$ cat src/rtl/ca_value_reader.sv
// rtl/ca_value_reader.sv - snapshot a 64-bit cell-state word and stream it out as nibbles
//
// Captures value_in on load (in IDLE only), then presents sixteen NIB_W-bit
// nibbles LSB-first over a valid/ready handshake. The LEDs mirror the SLICE_W
// slice that holds the nibble currently on offer. A one-cycle done pulse follows
// the last accepted nibble.
//
// Optional build macro: STEP_MODE_EN
//   defined   - a nibble is accepted only on out_ready AND a debounced-free
//               rising edge of the (synchronised) step button.
//   undefined - a nibble is accepted whenever out_ready is high; step is unused.
//
// Ports:
//   clk        in   system clock, rising edge
//   rst_n      in   synchronous active-low reset
//   load       in   capture value_in and start a stream (honoured in IDLE only)
//   value_in   in   WORD_W state word to read out
//   out_ready  in   consumer accepts the current nibble
//   step       in   manual step button (STEP_MODE_EN builds only)
//   out_valid  out  out_nibble/out_index are valid
//   out_nibble out  current nibble of the snapshot
//   out_index  out  nibble number 0..15
//   slice_sel  out  slice holding the current nibble (out_index[3:2])
//   led        out  snapshot slice selected by slice_sel
//   busy       out  high while streaming and during the done cycle
//   done       out  one-cycle pulse after the last nibble is accepted

module ca_value_reader #(
  parameter int WORD_W  = 64,
  parameter int SLICE_W = 16,
  parameter int NIB_W   = 4
) (
  input  logic               clk,
  input  logic               rst_n,
  input  logic               load,
  input  logic [WORD_W-1:0]  value_in,
  input  logic               out_ready,
  input  logic               step,
  output logic               out_valid,
  output logic [NIB_W-1:0]   out_nibble,
  output logic [3:0]         out_index,
  output logic [1:0]         slice_sel,
  output logic [SLICE_W-1:0] led,
  output logic               busy,
  output logic               done
);

  localparam logic [3:0] LAST_IDX = 4'd15;

  typedef enum logic [1:0] {
    S_IDLE   = 2'd0,
    S_STREAM = 2'd1,
    S_DONE   = 2'd2
  } state_t;

  state_t            state;
  logic [WORD_W-1:0] snap;
  logic              acc;
  logic              xfer;
  logic [3:0]        next_idx;

  function automatic logic [NIB_W-1:0] nib_at(input logic [WORD_W-1:0] w,
                                              input logic [3:0]        idx);
    logic [WORD_W-1:0] sh;
    sh = w >> (int'(idx) * NIB_W);
    return sh[NIB_W-1:0];
  endfunction

  function automatic logic [SLICE_W-1:0] slice_at(input logic [WORD_W-1:0] w,
                                                  input logic [1:0]        sel);
    logic [WORD_W-1:0] sh;
    sh = w >> (int'(sel) * SLICE_W);
    return sh[SLICE_W-1:0];
  endfunction

`ifdef STEP_MODE_EN
  logic step_s1;
  logic step_s2;
  logic step_prev;
  logic step_rise;

  // Two-flop synchroniser then edge detect: a held button yields one advance,
  // and a press while out_ready is low is simply lost.
  always_ff @(posedge clk) begin
    if (!rst_n) begin
      step_s1   <= 1'b0;
      step_s2   <= 1'b0;
      step_prev <= 1'b0;
    end else begin
      step_s1   <= step;
      step_s2   <= step_s1;
      step_prev <= step_s2;
    end
  end

  assign step_rise = step_s2 & ~step_prev;
  assign acc       = out_ready & step_rise;
`else
  logic unused_step;
  assign unused_step = step;
  assign acc         = out_ready;
`endif

  assign xfer     = out_valid & acc;
  assign next_idx = out_index + 4'd1;

  // out_nibble/led/slice_sel are loaded from the same next-index value as
  // out_index, so they move in the same cycle as the index does.
  always_ff @(posedge clk) begin
    if (!rst_n) begin
      state      <= S_IDLE;
      snap       <= '0;
      out_index  <= '0;
      out_valid  <= 1'b0;
      out_nibble <= '0;
      slice_sel  <= '0;
      led        <= '0;
      busy       <= 1'b0;
      done       <= 1'b0;
    end else begin
      done <= 1'b0;
      case (state)
        S_IDLE: begin
          if (load) begin
            snap       <= value_in;
            out_index  <= '0;
            slice_sel  <= '0;
            out_nibble <= nib_at(value_in, 4'd0);
            led        <= slice_at(value_in, 2'd0);
            out_valid  <= 1'b1;
            busy       <= 1'b1;
            state      <= S_STREAM;
          end
        end

        S_STREAM: begin
          if (xfer) begin
            if (out_index == LAST_IDX) begin
              // Index parks at 15 through the done cycle.
              out_valid <= 1'b0;
              done      <= 1'b1;
              state     <= S_DONE;
            end else begin
              out_index  <= next_idx;
              slice_sel  <= next_idx[3:2];
              out_nibble <= nib_at(snap, next_idx);
              led        <= slice_at(snap, next_idx[3:2]);
            end
          end
        end

        S_DONE: begin
          out_index  <= '0;
          slice_sel  <= '0;
          out_nibble <= nib_at(snap, 4'd0);
          led        <= slice_at(snap, 2'd0);
          busy       <= 1'b0;
          state      <= S_IDLE;
        end

        default: begin
          out_valid <= 1'b0;
          busy      <= 1'b0;
          state     <= S_IDLE;
        end
      endcase
    end
  end

endmodule

$ cat config.mk
export PLATFORM = sky130hd
export DESIGN_NAME = ca_value_reader
export DESIGN_NICKNAME = d
export VERILOG_FILES = /design/src/rtl/ca_value_reader.sv
export SDC_FILE = /design/constraint.sdc
export NUM_CORES = 1
export LEC_CHECK = 0
export ABC_AREA = 1
export BUFFER_PORTS_ARGS = -buffer_cell sky130_fd_sc_hd__buf_2
export CORE_ASPECT_RATIO = 0.6
export CORE_UTILIZATION = 55
export CTS_CLUSTER_SIZE = 12
export DETAILED_ROUTE_END_ITERATION = 10
export PLACE_DENSITY = 0.83
export SYNTH_ARGS = -nofsm -noshare
export SYNTH_HDL_FRONTEND = slang
export SYNTH_SLANG_ARGS = --single-unit
$ cat constraint.sdc
create_clock -name clk -period 4 [get_ports clk]
set_input_delay 0.6 -clock clk [delete_from_list [all_inputs] [get_ports clk]]
set_output_delay 0.6 -clock clk [all_outputs]
set_load 0.02 [all_outputs]
# Word level (Yosys, flattened, before mapping)
# Cells that the tools add are included.
# W data, S select, Z words.
classes:
  n_mux: 26
  eq_ne: 7
  addsub: 1
  reduce_logical: 8
  shifts: 2
  bitwise: 3
op_table:
  columns: ["op", "count"]
  rows:
  - ["$shr A64 B6 Y16", 1]
  - ["$shr A64 B6 Y4", 1]
  - ["$mux W16", 3]
  - ["$pmux W16 S3", 1]
  - ["$mux W4", 6]
  - ["$pmux W4 S3", 2]
  - ["$mux W2", 6]
  - ["$ne A2 B2 Y1 const B", 4]
  - ["$reduce_and A4 Y1", 2]
  - ["$pmux W2 S3", 1]
  - ["$reduce_and A3 Y1", 2]
  - ["$add A4 B1 Y4 const B", 1]
  - ["$eq A4 B4 Y1 const B", 1]
  - ["$mux W1", 4]
  - ["$pmux W2 S2", 1]
  - ["$reduce_and A2 Y1", 2]
  - ["$pmux W1 S3", 1]
  - ["$reduce_bool A3 Y1", 1]
  - ["$eq A2 B1 Y1 const B", 1]
  - ["$eq A2 B2 Y1 const B", 1]
  - ["$logic_not A2 Y1", 1]
  - ["$not A1 Y1", 2]
  - ["$pmux W1 S2", 1]
  - ["$and A1 B1 Y1", 1]
word_totals:
  regBits: 95
  wordCells: 56
  in_bits: 69
  output_inout_bits: 29

# Depth between registers and ports, before layout
depth:
  ltp_word: 5
  depth_mapped: 13

# Worst setup path after synthesis
# OpenSTA, ideal clock, no wires.
synth_path:
  path_type: "flip-flop to flip-flop"
  start: "reg out_index[1]"
  end: "reg out_nibble[2]"
  setup_time_ps: 70
  t_arrival_ps: 1671
  setup_slack_ps: 2259
  stages_incl_launch_ff: 13
  cell_sequence: "dfxtp_1 ha_1 buf_2 buf_2 nor2_1 nand2_1 nand3_1 nand3_1 nand2_1 nand2_1 nand2_1 nand2_1 a21oi_1"
synth_between:
  elab_chain_len: 5
  elab_cells_between_ends: 8
  cone_classes: "add/sub (1); eq/ne (2); shift (1); mux (3); reduce/logical (1)"
synth_lines:
  columns: ["item", "line_no", "rtl"]
  rows:
  - ["start, declared", "41", "output logic [3:0] out_index,"]
  - ["start signal, assigned", "144", "out_index <= next_idx;"]
  - ["$add A4 B1 Y4", "105", "assign next_idx = out_index + 4'd1;"]
  - ["$shr A64 B6 Y4", "65", "sh = w >> (int'(idx) * NIB_W);"]
  - ["$mux W4", "138", "if (out_index == LAST_IDX) begin"]
  - ["$mux W4", "137", "if (xfer) begin"]
  - ["$pmux W4 S3", "122", "case (state)"]
  - ["end signal, assigned", "128", "out_nibble <= nib_at(value_in, 4'd0);"]
  - ["end signal, assigned", "146", "out_nibble <= nib_at(snap, next_idx);"]
  - ["end signal, assigned", "155", "out_nibble <= nib_at(snap, 4'd0);"]
  - ["end, declared", "40", "output logic [NIB_W-1:0] out_nibble,"]
# Several ways; a longest one is shown, not always the timed one. The select of a mux whose other input is x is not followed.
# A chain may end at the register's enable or synchronous reset.

# Final worst setup path
layout_path:
  start: "reg state[1]"
  end: "reg led[11]"
layout_between:
  elab_chain_len: 3
  elab_cells_between_ends: 9
  cone_classes: "eq/ne (5); mux (1); reduce/logical (3)"
layout_lines:
  columns: ["item", "line_no", "rtl"]
  rows:
  - ["start, declared", "56", "state_t state;"]
  - ["start signal, assigned", "111", "state <= S_IDLE;"]
  - ["start signal, assigned", "132", "state <= S_STREAM;"]
  - ["start signal, assigned", "142", "state <= S_DONE;"]
  - ["$eq A2 B1 Y1, or another cell as far along", "122", null]
  - ["$ne A2 B2 Y1 (no source line) / $reduce_bool A3 Y1 (equally long branches)", null, null]
  - ["$reduce_and A4 Y1 (no source line)", null, null]
  - ["end signal, assigned", "129", "led <= slice_at(value_in, 2'd0);"]
  - ["end signal, assigned", "147", "led <= slice_at(snap, next_idx[3:2]);"]
  - ["end signal, assigned", "156", "led <= slice_at(snap, 2'd0);"]
  - ["end, declared", "43", "output logic [SLICE_W-1:0] led,"]
# Several ways; a longest one is shown, not always the timed one.

==> flow_metrics.tcl <==
set metrics [dict create \
    slew_headroom_pct 22.1 \
    cts_root_buf "clkbuf_16" \
    path_max_fanout 33 \
    syn_area_um2 4940 \
    grt_pass1_vias 4503 \
    postPlaceCellArea_um2 5280 \
    power_density_nw_per_um2 614 \
    cts_tree "yes" \
    wl_per_cell_um 14.8 \
    crit_family "adder cells" \
    synthCells 741 \
    num_vias 5134 \
    clock_latency_ns 0.35 \
    io_buffers 96 \
    ys.warnings.count 0 \
    wl_mm 13.5 \
    clkTransAtPathRegs_ns 0.07 \
    syn_nets 816 \
    drt_iter0_drc 535 \
    final_cell_area_um2 5610 \
    antennaDiodeCount 0 \
    maxCapViolCount 0 \
    crit_arrival_ns 3.02 \
    setup_tns_ns 0 \
    viasPerCell 5.64 \
    crit_chain "inv_1 > ha_1 > nand2_1 > nand4_2 > inv_2 > o21ai_0 > a21oi_2" \
    cts-buffers-inserted 9 \
    cts_buffer_depth 2 \
    drive_above_1_share_pct 17.3 \
    rows 26 \
    ir_drop_v 0.000275 \
    required_ns 4.22 \
    die_h_um 75.4 \
    rrSetupSlack_ns 1.20 \
    synth_top_flop_cell "dfxtp_1" \
    rsz0062_at_grt "no" \
    grt_use_total_pct 29.0 \
    synth_cell_types 28 \
    post_cts.repair.setup_buffers 0 \
    min_path_type "reg -> reg" \
    status "finished clean" \
    ys_seq_area_share_pct 37.7 \
    worst_setup_path_start_kind "flop" \
    htreeDepth 3 \
    hold_viol 0 \
    die_w_um 124 \
    synth_edf_count 0 \
    clock-sinks 93 \
    drv_slew 0 \
    syn-mean-instance-area_um2 6.67 \
    fmax_mhz 357 \
    layout_commonest_cell "nand2_1" \
    finish.utilization_pct 65.1 \
    clock_skew_ns 0.00610 \
    pin_count 98 \
    synth_seq_cells 93 \
    start_util_pct 57.4 \
    first_pass_iters 5 \
    layout_common_cells "183 x nand2_1, 96 x buf_2, 94 x o21ai_0, 93 x dfxtp_1, 81 x a21oi_1" \
    cpPeakStageDelay_ns 0.94 \
    gp_congestion 0.882 \
    post-route-period-util_pct 70.1 \
    criticalPathCategory "reg -> reg" \
    ant_nets 0 \
    slowest_stage "ha_1" \
    power.leakage_nw 2.51 \
    hpwl_mm 8.99 \
    cts_resized 0 \
    grt_max_degree 98 \
    grt_pass1_wl_mm 21.6 \
    worstSetupEndpointType "flop" \
    antenna_found_initial 0 \
    period_needed_ns 2.80 \
    finalSetupViolCount 0 \
    globalRoute.totalOverflow 0 \
    holdBufCountCts 0 \
    drc_errors 0 \
    synthArstFlopShare_pct 0 \
    syn_to_final_growth_pct 13.5 \
    crit_buf_inv 2 \
    tightest_slew_ns 1.17 \
    die_area_um2 9390 \
    fin_nets 869 \
    design.core.area_um2 8620 \
]
## through the flow
| stage | cells | setup slack [ns] | hold slack [ns] | power (mW) |
|---|---|---|---|---|
| 2_1_floorplan | 741 | 2.26 | 0.439 | 2.22 |
| 3_3_place_gp | 895 | 1.38 | 0.451 | 2.45 |
| 3_5_place_dp | 895 | 1.28 | 0.459 | 2.49 |
| 4_1_cts | 911 | 1.28 | 0.468 | 3.43 |
| 5_1_grt | 911 | 0.977 | 0.489 | 3.66 |
| 6_report | 911 | 1.20 | 0.467 | 3.44 |
## Yosys cell counts (7+ instances only)
cell type  instances  area (um2)
a21oi_2            7        61.3
clkbuf_1          27         101
dfxtp_1           93        1860
o21ai_0           94         470
nand3_1           68         340
o21ai_1           12        60.1
inv_1             54         203
a21oi_1           81         405
nand2_1          184         691
buf_2             18        90.1
o211ai_1          15         113
nor2_1            47         176
## final cells by class
cell class | instances | area [um2]
clock buffers | 13 | 260
clock inverters | 3 | 67.6
fillers | 807 | 3010
inverters | 59 | 221
multi-input cells | 532 | 2560
flip-flops and latches | 93 | 1860
well taps | 112 | 140
repair buffers | 99 | 503
## flip-flops by register name, summed over array words and instances, names as in the netlist
| signal | count |
|---|---|
| busy | 1 |
| state | 2 |
| out_nibble | 4 |
| out_valid | 1 |
| snap | 64 |
| done | 1 |
| led | 16 |
| out_index | 4 |
## worst paths after layout
| check | end | cells after the start | start |
|---|---|---|---|
| worst max-delay path | led[11] | 7 | state[1] |
| worst min-delay path | snap[19] | 2 | snap[19] |
| worst max register to register | led[11] | 7 | state[1] |
| worst min register to register | snap[19] | 2 | snap[19] |
## metal layers
| metal | GRT usage, % | vias up | routed length, um |
|---|---|---|---|
| li1 | - | 2535 | - |
| met4 | 8.97 | 0 | 174 |
| met1 | 37.9 | 2366 | 6110 |
| met2 | 49.3 | 212 | 6100 |
| met3 | 6.11 | 21 | 1100 |
| met5 | 0 | - | 0 |
## logic make-up (layout without fill, tap and decap cells)
family | after synthesis | count (layout) | synth area share [%]
xor gates and xnor gates | 2 | 2 | 0.734
adders and majority gates | 6 | 6 | 1.52
buffers and inverters | 116 | 174 | 10.7
DFF | 93 | 93 | 37.7
and+or+nand+nor | 312 | 312 | 26.5
AOI/OAI and AO/OA | 212 | 212 | 22.9
## power breakdown
| group | switching (mW) | total [mW] | internal, mW |
|---|---|---|---|
| Combinational | 0.891 | 1.29 | 0.396 |
| Clock | 0.364 | 0.946 | 0.583 |
| Sequential | 0.110 | 1.21 | 1.10 |
## worst reg2reg max path: stages, from the launching register on
cell and delay [ns]:
dfxtp_1 0.34, inv_1 0.11, ha_1 0.94, nand2_1 0.26, nand4_2 0.35, inv_2 0.32, o21ai_0 0.30, a21oi_2 0.05
Power figures use the tool's default switching activity.
